### config.mk
export PLATFORM = sky130hd
export DESIGN_NAME = serial_logic_unit
export DESIGN_NICKNAME = d
export VERILOG_FILES = /design/src/rtl/serial_logic_unit.sv
export SDC_FILE = /design/constraint.sdc
export NUM_CORES = 1
export LEC_CHECK = 0
export BUFFER_PORTS_ARGS = -buffer_cell sky130_fd_sc_hd__buf_2
export CAP_MARGIN = 15
export CELL_PAD_IN_SITES_DETAIL_PLACEMENT = 1
export CELL_PAD_IN_SITES_GLOBAL_PLACEMENT = 1
export CORE_ASPECT_RATIO = 0.7
export CORE_MARGIN = 1
export CORE_UTILIZATION = 40
export CTS_CLUSTER_SIZE = 20
export DETAILED_ROUTE_END_ITERATION = 7
export PLACE_DENSITY = 0.87
export SLEW_MARGIN = 15
export SYNTH_ARGS = -nofsm -noshare
export SYNTH_HDL_FRONTEND = slang
export SYNTH_SLANG_ARGS = --single-unit
### constraint.sdc
create_clock -name clk -period 1.6 [get_ports clk]
set_input_delay 0.24 -clock clk [delete_from_list [all_inputs] [get_ports clk]]
set_output_delay 0.24 -clock clk [all_outputs]
set_load 0.005 [all_outputs]
### src/rtl/serial_logic_unit.sv
// Bit-serial AND/OR/XOR/NOR unit: one SLICE-wide gate slice reused
// over WIDTH/SLICE cycles, valid/ready on both sides.
module serial_logic_unit #(
  parameter int WIDTH = 32,
  parameter int SLICE = 4
) (
  input  logic             clk,
  input  logic             reset_n,
  input  logic             in_valid,
  output logic             in_ready,
  input  logic [1:0]       op,
  input  logic [WIDTH-1:0] a,
  input  logic [WIDTH-1:0] b,
  output logic             out_valid,
  input  logic             out_ready,
  output logic [WIDTH-1:0] result,
  output logic             zero,
  output logic             busy
);

  localparam int NSLICE = WIDTH / SLICE;
  localparam int CW = (NSLICE > 1) ? $clog2(NSLICE) : 1;
  localparam logic [CW-1:0] LAST = CW'(NSLICE - 1);

  typedef enum logic [1:0] {
    IDLE,
    RUN,
    DONE
  } state_t;

  state_t           state;
  state_t           state_nx;
  logic [CW-1:0]    cnt;
  logic [WIDTH-1:0] a_q;
  logic [WIDTH-1:0] b_q;
  logic [WIDTH-1:0] a_sh;
  logic [WIDTH-1:0] b_sh;
  logic [WIDTH-1:0] res_q;
  logic [WIDTH-1:0] res_nx;
  logic [1:0]       op_q;
  logic             zero_q;
  logic [SLICE-1:0] sa;
  logic [SLICE-1:0] sb;
  logic [SLICE-1:0] sr;
  logic             accept;
  logic             last;

  // Operands shift down so the active slice always sits at bit 0;
  // results shift in from the top and land in place after NSLICE steps.
  assign sa = a_q[SLICE-1:0];
  assign sb = b_q[SLICE-1:0];

  always_comb begin
    sr = '0;
    unique case (op_q)
      2'b00: sr = sa & sb;
      2'b01: sr = sa | sb;
      2'b10: sr = sa ^ sb;
      2'b11: sr = ~(sa | sb);
    endcase
  end

  generate
    if (NSLICE == 1) begin : g_one
      assign res_nx = sr;
      assign a_sh   = '0;
      assign b_sh   = '0;
    end else begin : g_multi
      assign res_nx = {sr, res_q[WIDTH-1:SLICE]};
      assign a_sh   = {{SLICE{1'b0}}, a_q[WIDTH-1:SLICE]};
      assign b_sh   = {{SLICE{1'b0}}, b_q[WIDTH-1:SLICE]};
    end
  endgenerate

  assign last   = (state == RUN) && (cnt == LAST);
  assign accept = in_valid && in_ready;

  always_comb begin
    state_nx = state;
    in_ready = 1'b0;
    unique case (state)
      IDLE: in_ready = 1'b1;
      RUN: begin
        if (last) state_nx = DONE;
      end
      DONE: begin
        in_ready = out_ready;
        if (out_ready) state_nx = IDLE;
      end
      default: state_nx = IDLE;
    endcase
    if (in_valid && in_ready) state_nx = RUN;
  end

  always_ff @(posedge clk or negedge reset_n) begin
    if (!reset_n) begin
      state <= IDLE;
    end else begin
      state <= state_nx;
    end
  end

  always_ff @(posedge clk or negedge reset_n) begin
    if (!reset_n) begin
      cnt    <= '0;
      a_q    <= '0;
      b_q    <= '0;
      op_q   <= '0;
      res_q  <= '0;
      zero_q <= 1'b0;
    end else if (accept) begin
      cnt  <= '0;
      a_q  <= a;
      b_q  <= b;
      op_q <= op;
    end else if (state == RUN) begin
      cnt   <= cnt + 1'b1;
      a_q   <= a_sh;
      b_q   <= b_sh;
      res_q <= res_nx;
      if (last) zero_q <= (res_nx == '0);
    end
  end

  assign out_valid = (state == DONE);
  assign busy      = (state != IDLE);
  assign result    = res_q;
  assign zero      = zero_q && out_valid;

endmodule

# Word level (Yosys, flattened, before mapping)
# Index checks and enable logic that the tools add are counted.
# totals
ff_bits	104
latch_bits	0
mem_bits_rw	0
mem_bits_ro	0
output_inout_bits	36
word_cells	45
mem_count	0
# classes
add_sub_neg	1
multipliers	0
div_mod_pow	0
n_lt_le_gt_ge	0
n_eq_ne	9
n_shift	0
mux	12
bitwise	5
reduce_logical	11
# op_table
op	count
$mux W32	4
$logic_not A32 Y1	1
$pmux W4 S4	1
$eq A2 B2 Y1 const B	3
$mux W2	3
$mux W3	2
$pmux W2 S3	1
$reduce_and A3 Y1	2
$and A4 B4 Y4	1
$eq A2 B1 Y1 const B	2
$logic_not A2 Y1	2
$not A4 Y4	1
$or A4 B4 Y4	1
$reduce_bool A2 Y1	2
$xor A4 B4 Y4	1
$add A3 B1 Y3 const B	1
$eq A3 B3 Y1 const B	1
$logic_and A1 B1 Y1	3
$ne A3 B1 Y1 const B	1
$ne A3 B3 Y1 const B	1
$ne A2 B2 Y1 const B	1
$pmux W1 S2	1
$reduce_and A2 Y1	1
$not A1 Y1	1

# Depth between registers and ports, before layout
# logic_depth
depth_word	5
mapped_depth	6

# Worst setup path before layout
# Ideal clock, no wire load.
# synth_timing
path_type	register to register
startpoint	register res_q[25] (netlist: result[25])
endpoint	register zero_q
t_arrival_ns	1.336
t_required_ns	1.534
slack_ns	0.198
stages_incl_launch_ff	4
period_less_slack_ns	1.402
cell_sequence	dfrtp_1 or4_4 nor4_2 a41o_1
# synth_via
elab_chain_len	1
# synth_rtl
item	line	text
start: declaration	38	logic [WIDTH-1:0] res_q;
start signal: assignment	120	res_q <= res_nx;
$logic_not A32 Y1	121	if (last) zero_q <= (res_nx == '0);
end signal: assignment	121	
end: declaration	41	logic zero_q;
# No other way between the ends.
# A chain may end at the register's enable or synchronous reset.

# Worst setup path after layout
# layout_timing
startpoint	register state[1]
endpoint	output in_ready
# layout_via
elab_chain_len	2
# layout_rtl
item	line	text
start: declaration	31	state_t state;
start signal: assignment	99	state <= state_nx;
$eq A2 B2 Y1 / $logic_not A2 Y1 (equally long branches)	81	unique case (state)
$pmux W1 S2 *	81	
end: declaration	10	output logic in_ready,
# Every way passes the cells marked *; elsewhere a longest branch is shown, timed or not.

==> flow_summary_export.csv <==
group,metric,value,unit
outcome,status,"finished, final reports clean",
route,ant_nets,0,
timing,final_hold_viol_count,0,
global_routing,grt_pass1_wl,21.6,mm
floorplanning,dieHeight,92.5,um
timing,setup_viol_count_final,0,
synth,synth.net_count,616,
route,met2_length,6.73,mm
synth,ys_seq_area_share,55.7,%
floorplanning,core,11200,um^2
route,maxUsedRoutingLayer,"met4",
clock_tree,h-tree-depth,3,
global_routing,antenna_found_initial,1,
placement,port-buffer-count,105,
synth,synth_area_leaders,"dfrtp_1 56%, nand2_1 17%, a31oi_1 6.3%, nor2_1 3.9%, ha_1 2.7%",
floorplanning,die_width,131,um
global_routing,grt_usage,22.8,%
placement,place_ws,0.0700,ns
clock_tree,clockRootBuffer,"clkbuf_16",
placement,place_congestion,0.856,
synth,synth_top_area_share,55.7,%
route,vias,4149,
timing,maxSlewHeadroom,63.0,%
clock_tree,cts_tree,"done",
pwr,peakVddDrop,0.806,mV
run,maxCapViolations,0,
global_routing,grt_pass1_vias,4268,
timing,period_share,97.3,%
route,routed_via_density,5.23,
pwr,p_seq_share,40.4,%
placement,hpwl,8.98,mm
floorplanning,io_pins,106,
global_routing,grt_max_degree,58,
route,met3WireLength,498,um
route,wire_per_inst,17.0,um
pwr,switchingPower,4.71,mW
floorplanning,rows,32,
synth,yosysTopAreaCell,"dfrtp_1",
worst_setup_path,cp-start-kind,"flip-flop",
route,drc,0,
timing,hold-worst-slack,0.0874,ns
cells_and_area,finalInstanceArea,5850,um^2
floorplanning,design.die.area,12100,um^2
synth,syn_area,4680,um^2
worst_setup_path,rrSetupSlack,0.05,ns
timing,rsz0062_at_grt,"false",
worst_setup_path,cp-end-kind,"primary output",
clock_tree,cts_made_buffers,9,
pwr,power.leakage,3.00,nW
timing,fin_skew,0.00665,ns
timing,fin_crit,1.56,ns
route,drt_wl_total,13.5,mm
timing,worst_pin_slew,0.550,ns
placement,place_area,5470,um^2
pwr,internal_power,7.10,mW
timing,setup_tns,0,ns
cells_and_area,syn2layout_area_growth,25.1,%
pwr,power.share.combinational,41.1,%
hold_path,hold_path_class,"input pin to flip-flop",
worst_setup_path,path_class,"flip-flop to primary output",
clock_tree,clk_pin_slew,0.06,ns
route,wl_met1,6.07,mm
clock_tree,clock_latency,0.35,ns
floorplanning,start_util,41.7,%
synth,syn_inst,536,
clock_tree,cts.path.max_buffers,2,
pwr,p_sw_share,39.9,%
synth,ys.warnings.count,0,
worst_setup_path,cp_max_fo,6,
cells_and_area,drive_gt1_share,23.0,%
synth,synth.distinct_cells,30,
route,first_iter_violations,163,
timing,worst_slack,0.0435,ns
route,firstDrtPassIters,4,
worst_setup_path,arrival,1.32,ns
pwr,pwr_density_cell,2020,nW/um^2
global_routing,grt.overflow.total,0,
cells_and_area,layout.nets,716,
timing,slew_violations,0,
timing,max_freq,642,MHz
synth,synth-seq-cells,104,
synth,syn_area_per_cell,8.72,um^2
clock_tree,cts_sinks,104,
pwr,pwr-share-clk,18.5,%
worst_setup_path,required,1.36,ns
==> metal layers <==
| layer | global-route usage [%] | vias up |
|---|---|---|
| li1 | - | 1977 |
| met1 | 28.9 | 2072 |
| met2 | 38.6 | 81 |
| met3 | 5.20 | 19 |
| met4 | 7.75 | 0 |
| met5 | 0 | - |
==> stage by stage <==
step,util [%],power (mW),cells
final,52.2,11.8,794
after global routing,52.2,12.7,794
after CTS,51.5,11.8,788
after detailed placement,48.8,9.48,772
after global placement,48.8,9.10,772
after floorplan,-,7.57,536
==> cells in the mapped netlist <==
master    number
nand2_1      215
dfrtp_1      104
nor2_1        49
a31oi_1       47
buf_2         18
clkbuf_1      17
a22oi_1       10
ha_1          10
inv_1          9
nand3_1        9
o31ai_1        9
nor4_1         6
o21ai_0        5
mux2i_1        4
nor2b_1        3
xnor2_1        3
a21oi_1        2
a31o_2         2
inv_2          2
xor2_1         2
a41o_1         1
and2_1         1
and3_1         1
nand4_1        1
nor4_2         1
o211a_1        1
o211ai_2       1
o21a_1         1
o21ai_1        1
or4_4          1
==> what timing repair did <==
action | in CTS | in global routing
endpoints found under the setup margin | 0 | 5
endpoints found under the hold margin | 34 | 0
gates resized for setup | 0 | 2
setup buffers | 0 | 3
hold buffers | 1 | 0
==> sequential cells by signal, summed over array words and instances (netlist names) <==
name and flops:
b_q 32, cnt 3, zero_q 1, state 2, op_q 2, a_q 32, result 32
==> cells in the final DEF (no fill, tap or decap), types with 10 or more instances in the layout <==
master       n
nand2_1    214
a31oi_1     47
nor2_1      49
clkbuf_16   11
dfrtp_1    104
ha_1        10
buf_2      104
==> final timing paths <==
path,cells past startpoint,start,end
worst max-delay path,4,state[1],in_ready
worst min-delay path,3,a[29],a_q[29]
worst max register to register,5,a_q[2],zero_q
worst min register to register,2,result[1],result[1]
max in group asynchronous,3,reset_n,result[16]
min in group asynchronous,2,reset_n,b_q[29]
==> cells by family after synthesis <==
| logic type | after synthesis | synth area share, % |
|---|---|---|
| AO/OA/AOI/OAI | 80 | 11.4 |
| buffers and inverters | 46 | 4.17 |
| AND/OR/NAND/NOR | 287 | 24.3 |
| adder cells (fa/ha/maj) | 10 | 2.68 |
| flip-flops | 104 | 55.7 |
| multiplexers | 4 | 0.856 |
| XOR/XNOR | 5 | 0.937 |
==> critical path, cell delays in order (launching register included) <==
cell and delay (ns):
dfrtp_1 0.43, inv_2 0.06, buf_4 0.16, o21a_1 0.20
buf_2 0.13
==> layout make-up <==
type	instances	area, um^2
well taps	153	191
multi-input cells	386	1900
fillers	1366	5360
flip-flops and latches	104	2600
clock inverters	4	45.0
diodes	1	2.50
repair buffers	124	821
inverters	11	41.3
clock buffers	11	243
==> power by group through the flow <==
stage	Combinational, mW	Sequential (mW)	Clock, mW
final	4.86	4.77	2.18
after global routing	5.47	4.91	2.32
after CTS	4.78	4.76	2.24
after detailed placement	4.70	4.78	0
after global placement	4.41	4.70	0
after floorplan	3.06	4.51	0
Note: power is estimated with default switching activity, not from simulation.
